$ cat src/rtl/mmcm_drp_responder_if.sv
// DRP bus between the register-side initiator (master) and the emulated MMCM port (slave).
interface mmcm_drp_responder_if #(
  parameter int pADDR_W = 7,
  parameter int pDATA_W = 16
) ();
  logic [pADDR_W-1:0] drp_addr;
  logic               drp_den;
  logic               drp_dwe;
  logic [pDATA_W-1:0] drp_din;
  logic [pDATA_W-1:0] drp_dout;
  logic               drp_drdy;

  modport master (
    output drp_addr, drp_den, drp_dwe, drp_din,
    input  drp_dout, drp_drdy
  );

  modport slave (
    input  drp_addr, drp_den, drp_dwe, drp_din,
    output drp_dout, drp_drdy
  );
endinterface

$ cat src/rtl/mmcm_drp_responder.sv
// Behavioural MMCM DRP target: register file with fixed-latency handshake, lock emulation
// and sticky protocol-error flags for simulation builds without the MMCM primitive.
module mmcm_drp_responder #(
  parameter int pADDR_W      = 7,
  parameter int pDATA_W      = 16,
  parameter int pLATENCY     = 4,
  parameter int pLOCK_CYCLES = 100
) (
  input  logic                       clk_usb,
  input  logic                       reset_i,
  mmcm_drp_responder_if.slave        drp,
  input  logic                       mmcm_reset,
  output logic                       locked,
  input  logic                       err_clear,
  output logic [1:0]                 err,
  output logic [7:0]                 wr_count
);

  localparam int                 DEPTH    = 2 ** pADDR_W;
  localparam int                 LOCK_W   = $clog2(pLOCK_CYCLES + 1);
  localparam logic [LOCK_W-1:0]  LOCK_MAX = LOCK_W'(pLOCK_CYCLES);
  localparam logic [3:0]         LAT_LOAD = 4'(pLATENCY - 1);

  typedef enum logic [1:0] {IDLE, WAIT, ACK} state_t;

  state_t             state_q;
  logic [3:0]         lat_q;
  logic [pADDR_W-1:0] addr_q;
  logic [pDATA_W-1:0] din_q;
  logic               dwe_q;
  logic [pDATA_W-1:0] dout_q;
  logic               drdy_q;
  logic               locked_q;
  logic [1:0]         err_q;
  logic [1:0]         err_d;
  logic [7:0]         wr_count_q;
  logic [LOCK_W-1:0]  lock_q;
  logic [LOCK_W-1:0]  lock_d;
  logic [pDATA_W-1:0] mem_q [DEPTH];

  logic               commit_wr;
  logic               overlap;

  // A committed write models a reconfiguration of a running MMCM: it drops lock.
  always_comb begin
    commit_wr = (state_q == ACK) && dwe_q;
    overlap   = drp.drp_den && (state_q != IDLE);
    err_d     = (err_q & ~{2{err_clear}}) | {commit_wr && !mmcm_reset, overlap};
    lock_d    = lock_q;
    if (mmcm_reset || commit_wr) begin
      lock_d = '0;
    end else if (lock_q != LOCK_MAX) begin
      lock_d = lock_q + 1'b1;
    end
  end

  always_ff @(posedge clk_usb or posedge reset_i) begin
    if (reset_i) begin
      state_q    <= IDLE;
      lat_q      <= '0;
      addr_q     <= '0;
      din_q      <= '0;
      dwe_q      <= 1'b0;
      dout_q     <= '0;
      drdy_q     <= 1'b0;
      locked_q   <= 1'b0;
      err_q      <= '0;
      wr_count_q <= '0;
      lock_q     <= '0;
      for (int i = 0; i < DEPTH; i++) begin
        mem_q[i] <= '0;
      end
    end else begin
      drdy_q   <= 1'b0;
      err_q    <= err_d;
      lock_q   <= lock_d;
      locked_q <= (lock_d == LOCK_MAX);
      // drdy and read data are registered on entry to ACK so they appear together.
      case (state_q)
        IDLE: begin
          if (drp.drp_den) begin
            addr_q <= drp.drp_addr;
            din_q  <= drp.drp_din;
            dwe_q  <= drp.drp_dwe;
            lat_q  <= LAT_LOAD;
            if (pLATENCY == 1) begin
              state_q <= ACK;
              drdy_q  <= 1'b1;
              if (!drp.drp_dwe) begin
                dout_q <= mem_q[drp.drp_addr];
              end
            end else begin
              state_q <= WAIT;
            end
          end
        end
        WAIT: begin
          if (lat_q == 4'd1) begin
            state_q <= ACK;
            drdy_q  <= 1'b1;
            if (!dwe_q) begin
              dout_q <= mem_q[addr_q];
            end
          end else begin
            lat_q <= lat_q - 4'd1;
          end
        end
        ACK: begin
          if (dwe_q) begin
            mem_q[addr_q] <= din_q;
            wr_count_q    <= wr_count_q + 8'd1;
          end
          state_q <= IDLE;
        end
        default: state_q <= IDLE;
      endcase
    end
  end

  assign drp.drp_dout = dout_q;
  assign drp.drp_drdy = drdy_q;
  assign locked       = locked_q;
  assign err          = err_q;
  assign wr_count     = wr_count_q;

endmodule

$ cat src/flat_wrapper.sv
// flat-port wrapper written by rule: the top's interface ports become plain ports
module mmcm_drp_responder_flat 
#(
  parameter int pADDR_W      = 7,
  parameter int pDATA_W      = 16,
  parameter int pLATENCY     = 4,
  parameter int pLOCK_CYCLES = 100
)
  (clk_usb, reset_i, mmcm_reset, locked, err_clear, err, wr_count, drp_drp_addr, drp_drp_den, drp_drp_dwe, drp_drp_din, drp_drp_dout, drp_drp_drdy);
  mmcm_drp_responder_if #(.pADDR_W(pADDR_W), .pDATA_W(pDATA_W)) drp_i ();
  input  logic clk_usb;
  input  logic reset_i;
  input  logic mmcm_reset;
  output logic locked;
  input  logic err_clear;
  output logic [1:0] err;
  output logic [7:0] wr_count;
  input wire logic [$bits(drp_i.drp_addr)-1:0] drp_drp_addr;
  input wire logic [$bits(drp_i.drp_den)-1:0] drp_drp_den;
  input wire logic [$bits(drp_i.drp_dwe)-1:0] drp_drp_dwe;
  input wire logic [$bits(drp_i.drp_din)-1:0] drp_drp_din;
  output wire logic [$bits(drp_i.drp_dout)-1:0] drp_drp_dout;
  output wire logic [$bits(drp_i.drp_drdy)-1:0] drp_drp_drdy;
  assign drp_i.drp_addr = drp_drp_addr;
  assign drp_i.drp_den = drp_drp_den;
  assign drp_i.drp_dwe = drp_drp_dwe;
  assign drp_i.drp_din = drp_drp_din;
  assign drp_drp_dout = drp_i.drp_dout;
  assign drp_drp_drdy = drp_i.drp_drdy;
  mmcm_drp_responder #(.pADDR_W(pADDR_W), .pDATA_W(pDATA_W), .pLATENCY(pLATENCY), .pLOCK_CYCLES(pLOCK_CYCLES)) u_core (.clk_usb(clk_usb), .reset_i(reset_i), .drp(drp_i), .mmcm_reset(mmcm_reset), .locked(locked), .err_clear(err_clear), .err(err), .wr_count(wr_count));
endmodule
$ cat config.mk
export PLATFORM = sky130hd
export DESIGN_NAME = mmcm_drp_responder_flat
export DESIGN_NICKNAME = d
export VERILOG_FILES = /design/src/rtl/mmcm_drp_responder_if.sv /design/src/rtl/mmcm_drp_responder.sv /design/src/flat_wrapper.sv
export SDC_FILE = /design/constraint.sdc
export NUM_CORES = 2
export LEC_CHECK = 0
export ABC_AREA = 1
export BUFFER_PORTS_ARGS = -buffer_cell sky130_fd_sc_hd__buf_2
export CORE_UTILIZATION = 33
export CTS_CLUSTER_DIAMETER = 200
export DETAILED_ROUTE_END_ITERATION = 12
export SLEW_MARGIN = 10
export SYNTH_ARGS = -nofsm -noshare
export SYNTH_HDL_FRONTEND = slang
export SYNTH_SLANG_ARGS = --single-unit
$ cat constraint.sdc
create_clock -name clk_usb -period 190.8 [get_ports clk_usb]
set_input_delay 9.54 -clock clk_usb [delete_from_list [all_inputs] [get_ports clk_usb]]
set_output_delay 9.54 -clock clk_usb [all_outputs]
set_load 0.02 [all_outputs]
==> impl_metrics.env <==
export IMPL_final_setup_tns_ps=0
export IMPL_worst_skew_pair_late_latency_ps=920
export IMPL_rr_startpoint="u_core.addr_q[1]"
export IMPL_grt_pass1_vias=74303
export IMPL_post_synth_xor_xnor_area_pct=0.0787
export IMPL_most_common_cell_after_layout_fill_and_taps_aside="nand2_1"
export IMPL_timing_slew_headroom_pct=19.2
export IMPL_drt_wl_total_um=291000
export IMPL_antenna_left=0
export IMPL_yosysWarningCount=0
export IMPL_global_route_usage_total_pct=18.8
export IMPL_global_route_overflow_total=0
export IMPL_main_flop_type_after_synthesis="dfrtp_1"
export IMPL_timing_final_setup_violations=0
export IMPL_syn_avg_cell_area_um2=7.71
export IMPL_detail_route_iter0_violations=7614
export IMPL_rsz0062_at_grt="no"
export IMPL_timing_hold_worst_class="reg2reg"
export IMPL_fin_hold_ws_ps=463
export IMPL_most_frequent_cells_in_the_layout="nand2_1 (4,169), dfrtp_1 (2,112), o21ai_0 (1,859), inv_1 (1,286), nor2_1 (1,047)"
export IMPL_mappedNetlistArea_um2=100000
export IMPL_number_of_buffers_inserted_by_hold_repair_at_cts=0
export IMPL_std_cell_rows=201
export IMPL_fin_crit_sh_pct=7.14
export IMPL_dp_hpwl_um=166000
export IMPL_worstHoldPathCells=1
export IMPL_number_of_vias_per_cell_after_detailed_routing=4.83
export IMPL_first_pass_detailed_route_iteration_total=6
export IMPL_die_y_um=553
export IMPL_postSynthCellCount=13000
export IMPL_synthArstFlopShare_pct=100
export IMPL_share_clk_of_total_power_pct=31.4
export IMPL_overall_die_width_um=553
export IMPL_routed_wire_length_per_instance_um=17.6
export IMPL_timing_setup_critical_path_class="in2async"
export IMPL_worst_ir_drop_vdd_mv=0.0118
export IMPL_netlist_cell_type_count=37
export IMPL_placement_io_buffers=56
export IMPL_grt_antenna_before_repair=6
export IMPL_remaining_drc_errors=0
export IMPL_nets=12440
export IMPL_crit_fanout=119
export IMPL_timing_worst_slew_pin_value_ps=1210
export IMPL_max_clock_freq_mhz=73.4
export IMPL_cts_htree_levels=4
export IMPL_yosys_top_cells_area="dfrtp_1 (53%), nand2_1 (16%), o21ai_0 (9.3%)"
export IMPL_seq_power_share_pct=33.3
export IMPL_clock_sink_count=2113
export IMPL_post_synth_fa_ha_maj_area_fraction_pct=0.0624
export IMPL_synth_nets=13034
export IMPL_power_internal_uw=844
export IMPL_switching_power_uw=591
export IMPL_critical_path_endpoint_type="asynchronous set/reset pin"
export IMPL_post_synth_and_or_nand_nor_area_fraction_pct=24.2
export IMPL_grt_start_max_net_pins=173
export IMPL_largest_family_of_logic_cells_by_synthesized_area="simple AND/OR/NAND/NOR gates"
export IMPL_synthDominantCellAreaShare_pct=52.8
export IMPL_yosys_area_top_type="dfrtp_1"
export IMPL_r2r_end="u_core.drp.drp_dout[9]"
export IMPL_clockBufferDepth=4
export IMPL_path_clk_slew_ps=60
export IMPL_synth_seq_cells=2113
export IMPL_run_status="finished, final reports clean"
export IMPL_switching_share_pct=41.2
export IMPL_die_area_um2=306000
export IMPL_clock_period_minus_final_worst_setup_slack_ps=13620
export IMPL_post_synth_mux_area_share_pct=0
export IMPL_cts_buffers=225
export IMPL_gpl_final_weighted_congestion=0.884
export IMPL_synth_edf_count=0
export IMPL_worstHoldStart="u_core.wr_count[7]"
export IMPL_synth_compound_area_share_pct=13.2
export IMPL_power_density_nw_per_um2=13.1
export IMPL_layout_drive_gt1_share_pct=6.24
export IMPL_tritoncts="yes"
export IMPL_worst_hold_path_endpoint="u_core.wr_count[7]"
export IMPL_ioPinCount=57
export IMPL_cts_resized=0
export IMPL_critical_path_required_ps=191650
export IMPL_drv_cap=0
export IMPL_ctsRootBufferMaster="clkbuf_16"
export IMPL_r2r_worst_path_cells=16
export IMPL_syn2layout_area_growth_pct=9.16
export IMPL_timing_final_hold_violations=0
export IMPL_p_comb_share_pct=35.3
export IMPL_reg2reg_setup_slack_ps=184790
export IMPL_post_cts_buffers=0
export IMPL_timing_critical_path_arrival_ps=14470
export IMPL_yosysSeqAreaShare_pct=52.8
export IMPL_starting_density_of_the_core_pct=33.3
export IMPL_cp_start_kind="input port"
export IMPL_floorplan_core_area_um2=301000
export IMPL_detailroute_via_count=79959
export IMPL_p_leak_uw=0.0509
export IMPL_fin_worst_skew_ps=79.7
export IMPL_final_max_slew_viol_count=0
export IMPL_grt_pass1_wl_um=454000
[routing by layer]
layer  part of all wire, %  vias to the layer above  wire [µm]  global-route usage (%)
met2                    45                     1771     133000                    30.4
met5                     0                        -          0                       0
met3                   5.0                      453      14600                    2.19
met1                    46                    38398     133000                    25.8
met4                   3.8                        0      11000                    7.11
li1                      -                    39337          -                       -
[worst max-delay path, stage by stage]
cell	delay [ps]
buf_2	130
inv_8	600
buf_4	720
buf_4	820
buf_4	790
buf_4	760
buf_4	860
[layout make-up]
cell class | instances | area, µm²
Antenna cell | 4 | 10.0
Clock buffer | 321 | 6510
Clock inverter | 76 | 956
Fill cell | 31421 | 192000
Inverter | 1313 | 5020
Multi-Input combinational cell | 8575 | 37800
Sequential cell | 2113 | 52900
Tap cell | 3958 | 4950
Timing Repair Buffer | 178 | 1300
[registers in the layout (all words and copies together) (netlist names)]
name and count:
u_core.drp.drp_dout 16, u_core.din_q 16, u_core.lock_q 7, u_core.dwe_q 1, u_core.err 2, u_core.mem_q 2048, u_core.locked 1, u_core.wr_count 8
u_core.drp.drp_drdy 1, u_core.lat_q 4, u_core.addr_q 7, u_core.state_q 2
[stage by stage]
stage | instance area, µm² | total power (µW) | worst slack (ps) | util [%] | instances
2_1_floorplan | 100000 | 824 | 121570 | - | 13000
3_3_place_gp | 102000 | 991 | 176040 | 33.8 | 16137
3_5_place_dp | 102000 | 992 | 176060 | 33.8 | 16137
4_1_cts | 109000 | 1440 | 176980 | 36.3 | 16534
5_1_grt | 109000 | 1510 | 176410 | 36.3 | 16535
6_report | 109000 | 1430 | 177180 | 36.3 | 16538
[kinds of logic after synthesis]
family	count (synthesis)
adders and majority gates	5
AOI/OAI and AO/OA	2501
xor gates and xnor gates	9
and+or+nand+nor	6060
buffers and inverters	2312
DFF	2113
[Yosys cell counts, types with 2 or more instances]
cell type and instances:
nand3_1 579, nor2_4 2, nor3_1 8, a21oi_1 6, nand4_1 2, nor4_4 6
buf_2 203, nand2_4 10, xor2_1 5, nand2_1 4175, o21ai_0 1859, nor2_1 1048
buf_1 9, o21ai_1 339, nor2_2 18, inv_2 9, ha_1 5, or2_2 176
xnor2_1 4, dfrtp_1 2113, inv_1 1304, or2_1 20, buf_6 38, buf_4 108
nor3_4 2, nand2_2 3, or2_0 7, clkbuf_1 639, o211ai_1 295
[worst max-delay path by stage]
stage / from / to / slack (ps) / cells after the start
after global placement: reset_i / u_core.mem_q[264] / 176040 / 7
after global routing: reset_i / u_core.mem_q[270] / 176410 / 7
after CTS: reset_i / u_core.mem_q[20] / 176980 / 7
final: reset_i / u_core.mem_q[270] / 177180 / 7
after floorplan: reset_i / u_core.addr_q[0] / 121570 / 1
after detailed placement: reset_i / u_core.mem_q[264] / 176060 / 7
[power groups by stage]
| stage | Clock, µW | Combinational [µW] | Sequential (µW) |
|---|---|---|---|
| floorplan | 0 | 340 | 484 |
| global placement | 0 | 506 | 485 |
| detailed placement | 0 | 506 | 486 |
| CTS | 458 | 507 | 478 |
| global route | 474 | 554 | 479 |
| finish | 450 | 507 | 478 |
Power figures use the tool's default switching activity.
